**config.mk**
```make
export PLATFORM = sky130hd
export DESIGN_NAME = jtag_tap_bscan
export DESIGN_NICKNAME = d
export VERILOG_FILES = /design/src/rtl/jtag_tap_bscan.sv
export SDC_FILE = /design/constraint.sdc
export NUM_CORES = 1
export LEC_CHECK = 0
export CAP_MARGIN = 40
export CORE_UTILIZATION = 40
export CTS_BUF_LIST = sky130_fd_sc_hd__clkbuf_8 sky130_fd_sc_hd__clkbuf_16
export DETAILED_ROUTE_END_ITERATION = 6
export GPL_ROUTABILITY_DRIVEN = 1
export GPL_TIMING_DRIVEN = 1
export PLACE_DENSITY = 0.77
export SETUP_SLACK_MARGIN = 0.2
export SYNTH_ARGS = -nofsm -noshare
export SYNTH_HDL_FRONTEND = slang
export SYNTH_SLANG_ARGS = --single-unit
export TNS_END_PERCENT = 10
```
**constraint.sdc**
```tcl
create_clock -name TCK -period 2.05 [get_ports TCK]
set_input_delay 0.5125 -clock TCK [delete_from_list [all_inputs] [get_ports TCK]]
set_output_delay 0.5125 -clock TCK [all_outputs]
set_load 0.05 [all_outputs]
```
**src/rtl/jtag_tap_bscan.sv**
```systemverilog
// IEEE 1149.1-style TAP controller with an integrated boundary-scan register between pins and core.
// TDO is combinational from the selected shift register; pins are driven only from the update latch.
module jtag_tap_bscan #(
    parameter int          NUM_IN     = 9,
    parameter int          NUM_OUT    = 5,
    parameter int          IR_LEN     = 5,
    parameter logic [31:0] IDCODE_VAL = 32'h1A5B_C0DF
) (
    input  logic               TCK,
    input  logic               TRST,
    input  logic               TMS,
    input  logic               TDI,
    output logic               TDO,
    input  logic [NUM_IN-1:0]  parallel_in,
    output logic [NUM_IN-1:0]  core_in,
    input  logic [NUM_OUT-1:0] core_out,
    output logic [NUM_OUT-1:0] parallel_out,
    output logic [31:0]        sr_parallel_out,
    output logic [IR_LEN-1:0]  instruction,
    output logic [3:0]         tap_state
);

    localparam int BSR_LEN = NUM_IN + NUM_OUT;

    localparam logic [IR_LEN-1:0] I_EXTEST = IR_LEN'(0);
    localparam logic [IR_LEN-1:0] I_IDCODE = IR_LEN'(1);
    localparam logic [IR_LEN-1:0] I_SAMPLE = IR_LEN'(2);
    localparam logic [IR_LEN-1:0] I_INTEST = IR_LEN'(3);

    typedef enum logic [3:0] {
        TLR, RTI, SEL_DR, CAP_DR, SH_DR, EX1_DR, PAU_DR, EX2_DR, UPD_DR,
        SEL_IR, CAP_IR, SH_IR, EX1_IR, PAU_IR, EX2_IR, UPD_IR
    } state_t;

    state_t              state;
    state_t              nxt;
    logic [IR_LEN-1:0]   ir_sr;
    logic [IR_LEN-1:0]   instr;
    logic [31:0]         id_sr;
    logic                byp_sr;
    logic [BSR_LEN-1:0]  bsr_sr;
    logic [BSR_LEN-1:0]  upd;
    logic [31:0]         hist;
    logic                sel_bsr;
    logic                sel_id;
    logic                dr_lsb;
    logic [NUM_IN-1:0]   update_in;
    logic [NUM_OUT-1:0]  update_out;

    function automatic state_t next_state(input state_t s, input logic tms);
        case (s)
            TLR:     return tms ? TLR    : RTI;
            RTI:     return tms ? SEL_DR : RTI;
            SEL_DR:  return tms ? SEL_IR : CAP_DR;
            CAP_DR:  return tms ? EX1_DR : SH_DR;
            SH_DR:   return tms ? EX1_DR : SH_DR;
            EX1_DR:  return tms ? UPD_DR : PAU_DR;
            PAU_DR:  return tms ? EX2_DR : PAU_DR;
            EX2_DR:  return tms ? UPD_DR : SH_DR;
            UPD_DR:  return tms ? SEL_DR : RTI;
            SEL_IR:  return tms ? TLR    : CAP_IR;
            CAP_IR:  return tms ? EX1_IR : SH_IR;
            SH_IR:   return tms ? EX1_IR : SH_IR;
            EX1_IR:  return tms ? UPD_IR : PAU_IR;
            PAU_IR:  return tms ? EX2_IR : PAU_IR;
            EX2_IR:  return tms ? UPD_IR : SH_IR;
            default: return tms ? SEL_DR : RTI;
        endcase
    endfunction

    assign nxt = next_state(state, TMS);

    // Unlisted codes fall through to BYPASS.
    assign sel_bsr = (instr == I_EXTEST) || (instr == I_SAMPLE) || (instr == I_INTEST);
    assign sel_id  = (instr == I_IDCODE);
    assign dr_lsb  = sel_bsr ? bsr_sr[0] : (sel_id ? id_sr[0] : byp_sr);

    always_comb begin
        TDO = 1'b0;
        if (state == SH_IR)
            TDO = ir_sr[0];
        else if (state == SH_DR)
            TDO = dr_lsb;
    end

    always_ff @(posedge TCK) begin
        if (TRST) begin
            state  <= TLR;
            instr  <= I_IDCODE;
            upd    <= '0;
            hist   <= '0;
            ir_sr  <= '0;
            id_sr  <= '0;
            byp_sr <= 1'b0;
            bsr_sr <= '0;
        end else begin
            state <= nxt;
            case (state)
                CAP_IR: ir_sr <= IR_LEN'(1);
                SH_IR:  ir_sr <= {TDI, ir_sr[IR_LEN-1:1]};
                UPD_IR: instr <= ir_sr;
                CAP_DR: begin
                    if (sel_bsr)
                        bsr_sr <= (instr == I_INTEST) ? {core_out, update_in} : {core_out, parallel_in};
                    else if (sel_id)
                        id_sr <= IDCODE_VAL;
                    else
                        byp_sr <= 1'b0;
                end
                SH_DR: begin
                    if (sel_bsr)
                        bsr_sr <= {TDI, bsr_sr[BSR_LEN-1:1]};
                    else if (sel_id)
                        id_sr <= {TDI, id_sr[31:1]};
                    else
                        byp_sr <= TDI;
                end
                UPD_DR: if (sel_bsr) upd <= bsr_sr;
                default: ;
            endcase
            if (state == SH_DR || state == SH_IR)
                hist <= {TDO, hist[31:1]};
            // TMS-driven entry to TLR acts as a soft reset of the instruction and pins.
            if (nxt == TLR) begin
                instr <= I_IDCODE;
                upd   <= '0;
            end
        end
    end

    assign update_in  = upd[NUM_IN-1:0];
    assign update_out = upd[BSR_LEN-1:NUM_IN];

    always_comb begin
        parallel_out = core_out;
        core_in      = parallel_in;
        if (instr == I_EXTEST)
            parallel_out = update_out;
        else if (instr == I_INTEST)
            core_in = update_in;
    end

    assign sr_parallel_out = hist;
    assign instruction     = instr;
    assign tap_state       = state;

endmodule

```
==> results.md <==
Clock tree:
- The cell sitting at the root of the clock tree is a clkbuf_8.
- The hold buffer count at cts is 0.
- CTS built an H-tree with a depth of 3.
- The clock tree from TritonCTS is built.
- After clock tree synthesis, the clock-pin slew on the worst setup and hold paths is 0.10 ns.
- At the later pin of the worst-skew pair, clock insertion delay measures 0.36 ns.
- The maximum count of clock buffers along a single path is 2.
- The clock net sink count is 107.
- TritonCTS created 9 clock buffers.

Logic synthesis:
- The count of unique library cells instantiated by Yosys is 43.
- Yosys printed 0 warnings.
- When the netlist entered floorplanning its net count stood at 511.
- The number of enable flip-flop cells after synthesis is 0.
- The cell count after synthesis is 493.
- After synthesis, the largest area contributor takes up 49.7% of total cell area.
- For this run, the register share of the synthesized area comes to 49.7%.
- Dividing the synthesized area by the synthesized cell count gives 8.74 sq um.
- The largest total area in the synthesized netlist belongs to dfxtp_1.
- The netlist area before placement is 4310 sq um.
- Ranked by total cell area, the synthesized netlist is headed by dfxtp_1 (50%), nand2_1 (7.1%), nor2_1 (6.1%).
- In the synthesized netlist the async set-or-reset flop fraction comes to 0%.
- The number of synthesized register bits is 107.
- In the synthesized netlist the dominant register cell turns out to be dfxtp_1.

Final layout:
- The count of inserted antenna diode cells is 0.
- The count of cells in the finished layout, fillers not included, comes to 715.
- Compared with the post-synthesis result, the final layout area differs by 36.5%.
- Measured on the finished design, the core utilization comes to 56.7%.
- In the final layout, the share of cells above drive strength 1 is 23.0%.
- The net count of the finished layout is 592.

Routing:
- The detailed router finished its first iteration with 258 violations.
- Dividing the detail-routed via count by the number of cells gives 5.30.
- The first TritonRoute pass finished after 4 iterations.
- In the routed design, unresolved DRC markers number 0.
- The final wirelength is 10400 um.
- The total vias in the final route is 3787.
- The number of routed nets with antenna violations is 0.
- In the final routed layout, each cell accounts on average for 14.6 um.

Setup path:
- The total buffers and inverters traversed by the critical path is 1.
- Along the worst path, the maximum fanout reaches 5.
- In this run the register-to-register setup slack is 0.10 ns.
- STA classifies the critical path endpoint as an output pin.
- The worst reg2reg path depth is 6.
- The worst setup path is of the register to output pin kind.
- Among the stages of the critical path, the cell type that occurs most often is or3_4.
- STA puts the critical path data required time at 1.54 ns.
- The worst flop-to-flop path startpoint is tap_state[1].
- The arrival time of the worst setup path is 1.97 ns.
- Broken down by cell family, the worst path's largest delay share belongs to simple AND/OR/NAND/NOR gates.
- The critical path goes through or3_4 -> or3_4 -> mux2_4 -> buf_8.
- The maximum cell stage delay along the critical path is 0.41 ns.
- The worst setup path is launched from a register.
- The endpoint of the worst register-to-register path is id_sr[19].
- For this design, the slowest cell found on the critical path is or3_4.

GRT:
- The total routing resource utilization after global routing is 18.9%.
- The largest net degree at the start of global routing is 61.
- The number of global-route vias before repair was 3680.
- The final global-route overflow total is 0.
- The wire length of the first global-routing pass is 17300 um.
- The initial antenna violation count came to 0.

Hold path:
- In this run the most critical hold path is launched from sr_parallel_out[0].
- The worst hold endpoint is sr_parallel_out[0].
- The hold path depth is 2.
- The path type of the worst min-delay path is register to register.

Placed design:
- The congestion estimate from routability-driven global placement came to 0.778.
- Counting tap cells, the placed design contains a total of 695 instances.
- The number of port buffers is 73.
- The half-perimeter wire length after detailed placement is 6920 um.

Pwr:
- Summing internal, switching and leakage power gives 3.90 mW.
- Summed over all cells, the static leakage comes to 2.35 nW.
- The power per standard cell area is 663 nW/um^2.
- The maximum resistive drop on vdd is 0.419 mV.

Timing:
- The setup clock skew after layout is 0.0103 ns.
- Setup repair after global routing could not meet its margin everywhere.
- Hold timing on the final database bottoms out at a slack of 0.463 ns.
- Subtracting the final worst setup slack from the clock period gives 2.48 ns.
- The number of max-slew violations in the final report was 0.
- Dividing the final minimum period by the clock period gives 121%.
- The measured slew at the worst slew-check pin is 0.507 ns.
- Static timing analysis puts the maximum clock frequency at 403 MHz.
- The number of hold violations in the final report is 0.
- The remaining max-slew budget at the tightest pin is 66.3%.
- Setup violations remaining at the end of the flow were counted as 15.
- The slack of the critical path is -0.430 ns.

Floorplanning:
- Once the floorplan was initialized, standard cells occupied 41.6% of the core.
- The chip width is 106 um.
- The full die area is 11200 sq um.
- For this design the top-level I/O count stands at 74.
- The core region is 10400 sq um.
- The row count is 37.
- The floorplan die height is 106 um.

Flow run:
- Max-cap violations in this run came to 0.

Outcome:
- The checks that failed: negative setup slack.
- The run finished, with violations left.
==> layer usage <==
metal  part of all wire, %  global-route usage [%]  up-vias
met5                     0                       0        -
met4                  0.85                    4.86        0
met3                   6.1                    5.57       11
met2                    49                    31.5      109
met1                    44                    23.6     1788
li1                      -                       -     1879
==> cell families after synthesis <==
logic type | count (synthesis) | synth area share, %
simple gates | 197 | 20.7
compound gates | 115 | 17.6
flops | 107 | 49.7
buf+inv | 41 | 3.95
mux | 33 | 8.07
==> cell usage after synthesis, types with 3 or more instances <==
library cell,n
dfxtp_1,107
nand2_1,82
nor2_1,70
a21oi_1,41
clkbuf_1,28
mux2i_1,19
o22ai_1,17
a22oi_1,15
mux2_2,14
o21ai_0,11
nand2b_1,9
nor2b_1,8
a221o_1,7
buf_2,7
nand3_1,7
a311oi_1,5
nand4_1,5
a21o_1,3
a31oi_1,3
inv_1,3
nor3b_1,3
==> how the worst max path moves through the flow <==
stage / start / end / slack, ns / cells after the start
2_1_floorplan: instruction[2] / parallel_out[0] / -0.23 / 5
3_3_place_gp: instruction[2] / parallel_out[3] / -0.16 / 4
3_5_place_dp: instruction[2] / parallel_out[1] / -0.20 / 4
4_1_cts: instruction[3] / parallel_out[1] / -0.48 / 4
5_1_grt: instruction[3] / parallel_out[1] / -0.47 / 4
6_report: instruction[3] / parallel_out[1] / -0.43 / 4
==> cell usage in the layout (no fill, tap or decap), types with 3 or more instances in the layout <==
master	n
dfxtp_1	100
nand2_1	81
nor2_1	70
a21oi_1	41
buf_4	39
mux2i_1	19
dlygate4sd2_1	18
clkdlybuf4s50_1	16
a22oi_1	15
buf_12	15
o22ai_2	12
o21ai_0	11
clkbuf_8	10
nand2b_1	9
clkdlybuf4s15_1	9
nor2b_1	8
mux2_4	8
buf_6	8
a221o_1	7
mux2_2	6
nand3_1	6
nand4_1	5
a311oi_1	5
o22ai_4	5
dfxtp_4	4
a21o_1	3
inv_1	3
nor3b_1	3
clkinv_4	3
dfxtp_2	3
==> state kept, by name (all words and copies together), names as in the netlist <==
name             count
bsr_sr              14
byp_sr               1
id_sr               32
instruction          5
ir_sr                5
sr_parallel_out     32
tap_state            4
upd                 14
==> repair_timing <==
action	4_1_cts	5_1_grt
gates cloned	1	0
setup endpoints to repair	76	72
pin swaps	15	41
resized for setup	46	41
setup buffers	1	2
==> metrics by stage <==
stage                     TNS [ns]  instance area (sq um)  worst slack, ns
after floorplan              -2.91                   4380           -0.235
after global placement      -0.790                   5430           -0.161
after detailed placement    -0.945                   5430           -0.195
after CTS                    -4.92                   5680           -0.478
after global routing         -5.60                   5880           -0.465
final                        -4.78                   5880           -0.430
==> layout make-up <==
type                       count  area (sq um)
inverter                       3          11.3
sequential                   107          2160
clock inverter                 6          60.1
timing repair buffer         108          1120
fill                         896          4490
multi-input combinational    345          2230
clock buffer                  10           138
tap                          136           170
==> power breakdown <==
part | internal (mW) | switching, mW | total, mW
Clock | 0.501 | 0.742 | 1.24
Combinational | 0.241 | 0.276 | 0.517
Sequential | 2.11 | 0.0358 | 2.14
==> worst register-to-register path, stage by stage (launching register included) <==
cell and delay (ns):
dfxtp_4 0.38, or4b_4 0.56, buf_12 0.18, a211oi_4 0.28, buf_12 0.23, o22ai_2 0.13
nor2_1 0.13
Note: power is estimated with default switching activity, not from simulation.
